**src/rtl/jump_pc_read_scheduler_pkg.sv**
```systemverilog
// Shared widths, slot-state encoding and response type for the jump PC read scheduler.
package jump_pc_read_scheduler_pkg;

    localparam int FTQ_IDX_W = 6;
    localparam int FTQ_OFF_W = 4;
    localparam int VADDR_W   = 39;

    typedef enum logic [1:0] {
        SLOT_IDLE = 2'd0,
        SLOT_WAIT = 2'd1,
        SLOT_FULL = 2'd2
    } slotState_e;

    typedef struct packed {
        logic [VADDR_W-1:0] jumpPc;
        logic [VADDR_W-1:0] jalrTarget;
    } jumpResp_t;

    // The offset counts 2-byte parcels; the carry out of VADDR_W is dropped on purpose.
    function automatic logic [VADDR_W-1:0] calcJumpPc(
        input logic [VADDR_W-1:0]   startAddr,
        input logic [FTQ_OFF_W-1:0] ftqOffset
    );
        logic [VADDR_W-1:0] byteOff;
        byteOff = {{(VADDR_W-FTQ_OFF_W-1){1'b0}}, ftqOffset, 1'b0};
        return startAddr + byteOff;
    endfunction

endpackage

```
**src/rtl/jump_pc_read_scheduler_rr_arbiter.sv**
```systemverilog
// Round-robin single-grant arbiter: priority starts at ptr_i and wraps modulo N.
module rr_arbiter #(
    parameter int N = 2
) (
    input  logic [N-1:0]         req_i,
    input  logic [$clog2(N)-1:0] ptr_i,
    output logic [N-1:0]         grant_o,
    output logic [$clog2(N)-1:0] grant_idx_o
);

    localparam int IDX_W = $clog2(N);

    int               slotSum;
    logic [IDX_W-1:0] slotIdx;

    // Walk from lowest to highest priority so the closest requester to ptr_i wins.
    always_comb begin
        grant_o     = '0;
        grant_idx_o = '0;
        slotSum     = 0;
        slotIdx     = '0;
        for (int k = N - 1; k >= 0; k--) begin
            slotSum = int'(ptr_i) + k;
            if (slotSum >= N) begin
                slotSum = slotSum - N;
            end
            slotIdx = IDX_W'(slotSum);
            if (req_i[slotIdx]) begin
                grant_o          = '0;
                grant_o[slotIdx] = 1'b1;
                grant_idx_o      = slotIdx;
            end
        end
    end

endmodule

```
**src/rtl/jump_pc_read_scheduler.sv**
```systemverilog
// Shares the FTQ PC-memory read port among jump issue slots and buffers one
// {jump_pc, jalr_target} response per slot.
module jump_pc_read_scheduler
    import jump_pc_read_scheduler_pkg::*;
#(
    parameter int NUM_REQ = 2
) (
    input  logic                         clock,
    input  logic                         reset,
    input  logic                         io_flush,
    input  logic [NUM_REQ-1:0]           io_req_valid,
    output logic [NUM_REQ-1:0]           io_req_ready,
    input  logic [NUM_REQ*FTQ_IDX_W-1:0] io_req_ftqIdx,
    input  logic [NUM_REQ*FTQ_OFF_W-1:0] io_req_ftqOffset,
    output logic                         io_pcmem_ren,
    output logic [FTQ_IDX_W-1:0]         io_pcmem_raddr,
    input  logic [VADDR_W-1:0]           io_pcmem_rdata_startAddr,
    input  logic [VADDR_W-1:0]           io_pcmem_rdata_target,
    output logic [NUM_REQ-1:0]           io_resp_valid,
    input  logic [NUM_REQ-1:0]           io_resp_ready,
    output logic [NUM_REQ*VADDR_W-1:0]   io_resp_jump_pc,
    output logic [NUM_REQ*VADDR_W-1:0]   io_resp_jalr_target
);

    localparam int PTR_W = $clog2(NUM_REQ);

    slotState_e           state_q  [NUM_REQ];
    slotState_e           state_d  [NUM_REQ];
    logic [FTQ_OFF_W-1:0] offset_q [NUM_REQ];
    logic [FTQ_OFF_W-1:0] offset_d [NUM_REQ];
    jumpResp_t            resp_q   [NUM_REQ];
    jumpResp_t            resp_d   [NUM_REQ];
    logic [PTR_W-1:0]     rrPtr_q;
    logic [PTR_W-1:0]     rrPtr_d;

    logic [NUM_REQ-1:0]   eligible;
    logic [NUM_REQ-1:0]   grant;
    logic [PTR_W-1:0]     grantIdx;
    logic                 anyGrant;

    // Ready ignores the grant; an accepted request that loses arbitration stays pending.
    always_comb begin
        io_req_ready = '0;
        eligible     = '0;
        for (int i = 0; i < NUM_REQ; i++) begin
            io_req_ready[i] = (state_q[i] == SLOT_IDLE) && !io_flush;
            eligible[i]     = io_req_valid[i] && (state_q[i] == SLOT_IDLE) && !io_flush && !reset;
        end
    end

    rr_arbiter #(
        .N (NUM_REQ)
    ) u_arbiter (
        .req_i       (eligible),
        .ptr_i       (rrPtr_q),
        .grant_o     (grant),
        .grant_idx_o (grantIdx)
    );

    always_comb begin
        anyGrant       = |grant;
        io_pcmem_ren   = anyGrant;
        io_pcmem_raddr = '0;
        rrPtr_d        = rrPtr_q;
        if (anyGrant) begin
            io_pcmem_raddr = io_req_ftqIdx[int'(grantIdx)*FTQ_IDX_W +: FTQ_IDX_W];
            rrPtr_d        = (grantIdx == PTR_W'(NUM_REQ - 1)) ? '0 : grantIdx + PTR_W'(1);
        end
    end

    // Per-slot FSM: a flush wins over everything, including rdata arriving for a WAIT slot.
    always_comb begin
        for (int i = 0; i < NUM_REQ; i++) begin
            state_d[i]  = state_q[i];
            offset_d[i] = offset_q[i];
            resp_d[i]   = resp_q[i];
            if (io_flush) begin
                state_d[i] = SLOT_IDLE;
            end else begin
                case (state_q[i])
                    SLOT_IDLE: begin
                        if (grant[i]) begin
                            state_d[i]  = SLOT_WAIT;
                            offset_d[i] = io_req_ftqOffset[i*FTQ_OFF_W +: FTQ_OFF_W];
                        end
                    end
                    SLOT_WAIT: begin
                        resp_d[i].jumpPc     = calcJumpPc(io_pcmem_rdata_startAddr, offset_q[i]);
                        resp_d[i].jalrTarget = io_pcmem_rdata_target;
                        state_d[i]           = SLOT_FULL;
                    end
                    SLOT_FULL: begin
                        if (io_resp_ready[i]) begin
                            state_d[i] = SLOT_IDLE;
                        end
                    end
                    default: begin
                        state_d[i] = SLOT_IDLE;
                    end
                endcase
            end
        end
    end

    always_ff @(posedge clock) begin
        if (reset) begin
            rrPtr_q <= '0;
            for (int i = 0; i < NUM_REQ; i++) begin
                state_q[i]  <= SLOT_IDLE;
                offset_q[i] <= '0;
                resp_q[i]   <= '0;
            end
        end else begin
            rrPtr_q <= rrPtr_d;
            for (int i = 0; i < NUM_REQ; i++) begin
                state_q[i]  <= state_d[i];
                offset_q[i] <= offset_d[i];
                resp_q[i]   <= resp_d[i];
            end
        end
    end

    always_comb begin
        io_resp_valid       = '0;
        io_resp_jump_pc     = '0;
        io_resp_jalr_target = '0;
        for (int i = 0; i < NUM_REQ; i++) begin
            io_resp_valid[i]                        = (state_q[i] == SLOT_FULL);
            io_resp_jump_pc[i*VADDR_W +: VADDR_W]     = resp_q[i].jumpPc;
            io_resp_jalr_target[i*VADDR_W +: VADDR_W] = resp_q[i].jalrTarget;
        end
    end

endmodule

```
**config.mk**
```make
export PLATFORM = sky130hd
export DESIGN_NAME = jump_pc_read_scheduler
export DESIGN_NICKNAME = d
export VERILOG_FILES = /design/src/rtl/jump_pc_read_scheduler_pkg.sv /design/src/rtl/jump_pc_read_scheduler_rr_arbiter.sv /design/src/rtl/jump_pc_read_scheduler.sv
export SDC_FILE = /design/constraint.sdc
export NUM_CORES = 1
export LEC_CHECK = 0
export BUFFER_PORTS_ARGS = -buffer_cell sky130_fd_sc_hd__buf_2
export CORE_MARGIN = 1.5
export CORE_UTILIZATION = 40
export DETAILED_ROUTE_END_ITERATION = 8
export PLACE_DENSITY_LB_ADDON = 0.1
export SLEW_MARGIN = 40
export SYNTH_ARGS = -nofsm -noshare
export SYNTH_HDL_FRONTEND = slang
export SYNTH_HIERARCHICAL = 1
export SYNTH_SLANG_ARGS = --single-unit
```
**constraint.sdc**
```tcl
create_clock -name clock -period 2.8 [get_ports clock]
set_clock_uncertainty 0.1 [all_clocks]
set_input_delay 0.42 -clock clock [delete_from_list [all_inputs] [get_ports clock]]
set_output_delay 0.42 -clock clock [all_outputs]
set_load 0.01 [all_outputs]
```
# == After elaboration in Yosys (flattened, before gate mapping) ==
# Memories as Yosys holds them, arrays and structs flattened.
# Index checks and enable logic that the tools add are counted.
# totals
out_inout_bits,167
mem_count,3
wordCells,86
register_bits,1
ram_bits,168
inputBits,105
# memory_table
memory,words,width,rd,rd_ports_with_merged_regs,wr,line,source
resp_q,2,78,2,0,2,jump_pc_read_scheduler.sv:31,jumpResp_t resp_q [NUM_REQ];
offset_q,2,4,2,0,2,jump_pc_read_scheduler.sv:29,logic [FTQ_OFF_W-1:0] offset_q [NUM_REQ];
state_q,2,2,2,0,2,jump_pc_read_scheduler.sv:27,slotState_e state_q [NUM_REQ];
# classes
reduce_logical,15
n_mux,43
magnitude_cmp,6
add_sub_neg,6
mul,1
n_eq_ne,4
bitwise,6
n_shift,1
# op_table
op,n
78-bit two-way mux,6
39-bit by 5-bit adder with 39-bit output,2
4-bit two-way mux,8
2-bit two-way mux,10
1-bit two-way mux,14
2-bit one-hot mux with 3 select lines,2
12-bit by 5-bit indexed part select with 6-bit output,1
1-bit logical AND,10
6-bit two-way mux,1
1-bit bitwise OR,6
2-bit by 1-bit equality test with 1-bit output (second input constant),2
2-bit equality test (second input constant),2
2-bit zero test,2
1-bit by 2-bit less-than comparator with 1-bit output (second input constant),2
1-bit by 2-bit multiplier with 3-bit output (second input constant),1
1-bit by 1-bit adder with 2-bit output (second input constant),1
1-bit demux with 1-bit select,2
1-bit greater-or-equal comparator (second input constant),2
1-bit by 2-bit greater-or-equal comparator with 1-bit output (second input constant),1
2-bit greater-or-equal comparator (second input constant),1
1-bit zero test,2
2-bit OR reduction,1
1-bit subtractor (second input constant),2
1-bit adder (second input constant),1

# == Logic depth before layout (Yosys ltp) ==
# Gate-level depths: netlist of the first run.
# logic_depth
depth_word,13
depth_mapped,10
ltp_nobuf,8

# == By module ==
# The synthesis of the first run kept the hierarchy.
# by_module_without_submodules
module,seq_area_each_um2,n_inst,area_each_um2,cells_per_inst
jump_pc_read_scheduler,3383.2,1,7558.5,941
rr_arbiter,0.0,1,26.3,4

# == Worst setup path after synthesis of the first run ==
# OpenSTA, ideal clock, no wires.
# synth_timing
path_type,in2reg
startpoint,in io_pcmem_rdata_startAddr[1]
endpoint,mem resp_q[0][142] in the netlist's numbering
setup_slack_ns,0.374
setup_time_ns,0.132
path_stages,9
n_path_buf,1
arrival_ns,2.194
path_cell_list,ha_1 -> inv_1 -> fa_1 -> nor2b_1 -> o21ai_0 -> clkbuf_1 -> a2111oi_0 -> xnor2_1 -> a21oi_1
# synth_rtl
item,line,source
"start, declared",jump_pc_read_scheduler.sv:17,"input logic [VADDR_W-1:0] io_pcmem_rdata_startAddr,"
"end, declared",jump_pc_read_scheduler.sv:31,

==> results of run 1 <==
cell families after synthesis:
logic type / after synthesis
AOI/OAI and AO/OA: 265
xor gates and xnor gates: 50
adders and majority gates: 10
buffers and inverters: 86
DFF: 169
muxes: 14
and+or+nand+nor: 351
worst paths after layout:
| path | from | cells after the start | to |
|---|---|---|---|
| worst max register to register | offset_q[0][0] | 9 | resp_q[0][70] |
| worst max-delay path | state_q[0][3] | 7 | io_pcmem_raddr[0] |
| worst min register to register | resp_q[0][39] | 2 | resp_q[0][39] |
| worst min-delay path | reset | 2 | rrPtr_q |
stage by stage:
stage | setup slack, ns | power, mW
6_report | 0.234 | 5.18
5_1_grt | 0.0227 | 5.37
4_1_cts | 0.124 | 5.24
3_5_place_dp | 0.0790 | 2.89
3_3_place_gp | 0.141 | 2.89
2_1_floorplan | 0.374 | 2.69
flip-flops by register name (all words and copies together) (netlist names):
register,count
offset_q,8
resp_q,156
rrPtr_q,1
state_q,4
power breakdown:
part | switching, mW | total, mW | internal (mW)
sequential | 0.0127 | 2.44 | 2.43
clock | 1.12 | 2.34 | 1.22
combinational | 0.235 | 0.395 | 0.160
total | 1.37 | 5.18 | 3.81
metal layers:
metal | GRT usage, % | vias up | share of wire (%)
met2 | 37.0 | 241 | 45
met4 | 7.51 | 2 | 1.9
met5 | 0 | - | 0.055
met3 | 5.94 | 32 | 6.7
li1 | - | 3780 | -
met1 | 31.8 | 3348 | 47
cell usage in the layout, fill, tap and decap left out, types with 3 or more instances in the layout:
cell,count
buf_2,270
nand2_1,189
dfxtp_1,169
a21oi_1,136
o21ai_0,57
nor2_1,55
xnor2_1,48
a211oi_1,29
buf_4,20
clkbuf_16,17
nand3_1,16
mux2i_1,14
inv_1,12
nor3_1,11
and4_1,10
and3_1,9
nor2b_1,9
or3_1,8
a31oi_1,8
nand4_1,8
ha_1,8
or4_1,6
nor4_1,6
a2111oi_0,6
buf_12,6
and2_1,5
o21a_1,5
inv_8,5
o31ai_1,4
a211o_1,4
diode_2,3
nor3b_1,3
clkinv_8,3
cell type report:
cell class,count,share of cell area [%]
clock inverters,14,1.58
repair buffers,297,16.6
well taps,234,2.98
inverters,12,0.458
clock buffers,18,4.46
flip-flops and latches,169,34.4
multi-input cells,690,39.5
diodes,3,0.0763
timing repair:
item	in CTS	in global routing
endpoints found under the setup margin	0	5
hold buffers	0	0
gates resized for setup	0	2
==> impl_results.md, run 1 <==
* CTS root buffer: clkbuf_16
* Setup TNS at 0 ns
* CTS tree: built
* YS warnings at 6
* Final net count at 1302
* Antenna-violating nets left at 0
* Register Area at around 0.0034 mm2
* Vias in the first global route at ~6900
* Layout cell share with drive strength beyond 1 at approximately 28%
* Synth top area share at around 45%
* Starting Density at 40.7%
* Count of input and output buffers at approximately 270
* Post-synth design cell area at 0.00758 mm2
* Peak supply drop at ~0.43 mV
* Reg2reg setup slack at about 0.26 ns
* Core Area at 0.0186 mm2
* Fin area at between 0.009 and 0.01 mm2
* Post-Synth Adder-Cell Area at 1.85%
* Fin crit share at between 90 and 100%
* Synth Area in Simple Gates at between 20% and 30%
* Synthesis-to-finish area growth at 29.7%
* Largest net degree at the start of global routing at 90
* Worst-Skew Late Latency at about 0.43 ns
* Worst-path cell chain: nor3_2 > and3_1 > a21boi_1 > buf_4 > mux2i_1 > nor2_1 > buf_2
* Hold Fails Final Rpt at 0
* Worst-Margin Slew at ~0.74 ns
* Die width at roughly 140 um
* Hpwl dp at approximately 17 mm
* Area of the multi-input gates at just under 0.004 mm2
* Peak Freq at between 0.3 and 0.4 GHz
* Yosys cell types at approximately 50
* Non-filler instance count after layout at 1437
* Buf+Inv Stages, Crit Path at 2
* Pleak at approximately 4 nW
* Fin Hold WS at ~0.11 ns
* Area contributors post-synth: dfxtp_1 (45%), nand2_1 (9.4%), a21oi_1 (9.0%)
* Global route total overflow at 0
* DRC at 0
* IO Count at 272
* Post-synthesis xor/xnor area fraction at 5.77%
* DR iter-0 viols at 398
* Clock Tree Buf Depth at 2
* Crit path max fanout at 6
* Clk sinks at 169
* Dpl cell area at 0.00923 mm2
* Routed WL per cell at approximately 16 um
* Initial antenna violation count at 4
* Die height at about 140 um
* Post-Syn Instances at about 950
* Max-cap violations at 0
* Post-synth EDFFs at 0
* Post-synthesis mux area share at 1.85%
* Setup bufs post-CTS at 0
* Hold Path Class: in -> reg
* Die ar. at 0.0198 mm2
* Filler Cells Inserted at roughly 1800
* TritonRoute pass-1 iters at 5
* CP Class: reg -> out
* Worst endpoint required time at around 2.3 ns
* Period minus WS final at approximately 2.6 ns
* Max incr delay on CP at about 0.32 ns
* Element type at the critical path end: output port
* Async set-or-reset flop fraction in the synthesized netlist at 0%
* Clock-pin slew on the worst setup and hold paths at 0.07 ns
* Most frequent cells after synthesis: nand2_1 (189), dfxtp_1 (169), a21oi_1 (136), clkbuf_1 (59), o21ai_0 (57)
* Total Routing Usage GR at roughly a quarter
* Critical Path AT at around 2.1 ns
* PwrDens at 526 mW/mm2
* Final core occ at between 50% and 60%
* Vias at roughly 7400
* Slew headroom at around half
* Type of origin of the critical path: flop
* TritonCTS buffer count at 17
* RSZ-0062 raised after global routing: false
* Final setup fails at 0
* First-pass GRT wire length at around 37 mm
* Via density at slightly above 5
* Syn_nets at around 1100
* Status: finished clean
* Cell taking the most area after synthesis: dfxtp_1
* Sequential share of the synthesized area at between 40 and 50%
* Slowest-stage cell, CP: dfxtp_1
* Rows at 50
* Syn Area/Cell at roughly 8.0 um2
* DP Cell Count at around 1400
* Most common cell in the netlist: nand2_1
* Ys flop type: dfxtp_1
* Final Max Slew Viols at 0
* Delay-heaviest family, CP: simple AND/OR/NAND/NOR gates
* RePlAce Congestion at 0.842
* Final wirelength at 23.5 mm
* Yosys reg bits at roughly 170
* Number of H-tree levels at 4
* Compound-cell area share of the yosys netlist at around 20%
* Largest family of logic cells by synthesized area: simple AND/OR/NAND/NOR gates
No activity file was read; power rests on OpenSTA's default activity.
==> run 2: changes to the inputs <==
SYNTH_HIERARCHICAL = unset   (was 1)
==> run 2 against run 1 <==
Effect of this change:
- via count decreased by 0.78%
- sequential cell count unchanged
- wire length decreased by 1.3%
- power increased by 7.1%
- register-to-register slack improved by 0.12 ns
- sequential power increased by 2%
- global-route usage decreased by 0.22 points
- synthesized area increased by 0.26%
- clock-buffer cell count unchanged
- critical path depth decreased by 1
- die area increased by 0.26%
- critical endpoint unchanged
==> impl_results.md, run 2 <==
* Biggest regs: resp_q (156), offset_q (8), state_q (4)
* Sequential power share at 45.1%
* Async set-or-reset flop fraction in the synthesized netlist at 0%
* Clk sinks at around 170
* Peak Freq at ~0.4 GHz
* Critical Path AT at approximately 2.0 ns
* Reg2reg setup slack at ~0.38 ns
* Period minus WS final at between 2 and 2.5 ns
* CTS resizes at 0
* Crit path max fanout at 10
* Syn_nets at approximately 1000
* Slew headroom at 55.3%
* Int Power at ~4 mW
* Sequential share of the synthesized area at 44.5%
* TritonRoute pass-1 iters at 5
* IO Count at 272
* Yosys reg bits at around 170
* Post-synth design cell area at ~0.0076 mm2
* Switching share of power at approximately a quarter
* Ys flop type: dfxtp_1
* Max reg flops at about 160
* Syn Area/Cell at a little over 8 um2
* Comb pwr share at 10.3%
* Max-cap violations at 0
* Cell taking the most area after synthesis: dfxtp_1
* Synth top area share at approximately 44%
* Post-synth EDFFs at 0
* Count of input and output buffers at 271
* PwrDens at around 560 mW/mm2
* Area of the multi-input gates at roughly 0.0039 mm2
* Area contributors post-synth: dfxtp_1 (44%), nand2_1 (9.9%), a21oi_1 (6.6%)
* Initial antenna violation count at 0
* Setup bufs post-CTS at 0
* Commonest non-fill, non-tap cells in the layout: buf_2 (270), nand2_1 (200), dfxtp_1 (169)
* Clock-pin slew on the worst setup and hold paths at approximately 0.07 ns
* First-pass GRT wire length at about 37 mm
* DRC at 0
* Final setup fails at 0
* YS warnings at 0
* Vias at 7345
* Layout cell share with drive strength beyond 1 at a little under a third
* Hold Fails Final Rpt at 0
* Via density at ~5.2
* Number of H-tree levels at 4
* CTS root buffer: clkbuf_16
* Largest net degree at the start of global routing at between 80 and 90
* Yosys cell types at 55
* Worst-Margin Slew at roughly 0.67 ns
* Worst endpoint required time at around 2.3 ns
* Most frequent cells after synthesis: nand2_1 (200), dfxtp_1 (169), a21oi_1 (100), nor2_1 (74), clkbuf_1 (62)
* Die width at around 140 um
* RePlAce Congestion at around 0.86
* Routed WL per cell at 16.4 um
* Number of diodes at 0
* Hold Buf Count CTS at 0
* Reg with most FFs: resp_q
* Final Max Slew Viols at 0
* Filler Cells Inserted at 1864
* Hpwl dp at 16.8 mm
* Synthesis-to-finish area growth at 29.7%
* Global route total overflow at 0
* DP Cell Count at around 1400
* Pleak at between 4 and 5 nW
* Total Routing Usage GR at around a quarter
* Commonest non-fill, non-tap cell in the layout: buf_2
* Overall Power at 5.55 mW
* Clock share of power at 44.6%
* RSZ-0062 raised after global routing: false
* CTS tree: built
* Fin crit share at 89.1%
* Final wirelength at 23.2 mm
* Antenna-violating nets left at 0
* Rows at 50
* Hold Path Class: in -> reg
* Final net count at 1284
* Net Sw Power at around 1.4 mW
* Type of origin of the critical path: flop
* Final core occ at ~53%
* Most common cell in the netlist: nand2_1
* Die height at about 140 um
* Setup TNS at 0 ns
* Element type at the critical path end: output port
* CP Class: reg -> out
* Worst-Skew Late Latency at 0.43 ns
* Peak supply drop at approximately 0.4 mV
* Post-Syn Instances at a little over 900
* Vias in the first global route at ~6700
* Status: finished clean
* Clock Tree Buf Depth at 2
* Non-filler instance count after layout at between 1000 and 1500
* Core Area at approximately 0.019 mm2
* TritonCTS buffer count at 17
* Die ar. at between 0.015 and 0.02 mm2
* Register Area at between 0.003 and 0.004 mm2
* Starting Density at between 40% and 50%
* DR iter-0 viols at ~350
==> run 2: final timing paths <==
path	start	end	depth (start not counted)
worst min register to register	resp_q[0][93]	resp_q[0][93]	2
worst max-delay path	state_q[0][2]	io_pcmem_raddr[0]	6
worst min-delay path	io_req_ftqOffset[6]	offset_q[0][6]	2
worst max register to register	offset_q[0][0]	resp_q[0][74]	9
==> run 2: logic make-up after synthesis <==
| logic type | count (synthesis) | share of synthesized area (%) |
|---|---|---|
| simple gates | 392 | 23.9 |
| compound gates | 204 | 17.2 |
| flops | 169 | 44.5 |
| buf+inv | 87 | 4.48 |
| xor+xnor | 60 | 6.91 |
| fa+ha+maj | 10 | 1.84 |
| mux | 8 | 1.12 |
==> run 2: area by class of cell <==
type / count / share of cell area [%]
Clock buffer: 18 / 4.35
Clock inverter: 14 / 1.90
Inverter: 9 / 0.342
Multi-Input combinational cell: 674 / 39.5
Sequential cell: 169 / 34.3
Tap cell: 234 / 2.97
Timing Repair Buffer: 298 / 16.6
==> run 2: critical path, cell delays in order, from the launching register on <==
cell and delay [ns]:
dfxtp_1 0.32, nor3_1 0.33, and3_1 0.26, nor2_1 0.07
buf_4 0.19, a22o_1 0.23, buf_2 0.14
==> run 2: power groups by stage <==
stage / Sequential, mW / Combinational [mW] / Clock (mW)
final: 2.50 / 0.573 / 2.47
after global routing: 2.51 / 0.631 / 2.64
after CTS: 2.50 / 0.575 / 2.53
after detailed placement: 2.56 / 0.572 / 0
after global placement: 2.56 / 0.571 / 0
after floorplan: 2.58 / 0.286 / 0
==> run 2: per-layer routing <==
metal / global-route usage [%] / share of wire, % / up-vias
met5: 0 / 0 / -
li1: - / - / 3702
met2: 35.6 / 44 / 232
met1: 32.0 / 47 / 3377
met4: 8.17 / 2.4 / 0
met3: 5.91 / 6.6 / 34
==> run 2: metrics by stage <==
stage | hold slack (ns) | area, um2 | setup WS, ns
after global placement | 0.338 | 9250 | 0.272
after floorplan | 0.341 | 7600 | 0.171
after detailed placement | 0.341 | 9250 | 0.209
final | 0.119 | 9870 | 0.305
after global routing | 0.103 | 9870 | 0.191
after CTS | 0.0995 | 9860 | 0.289
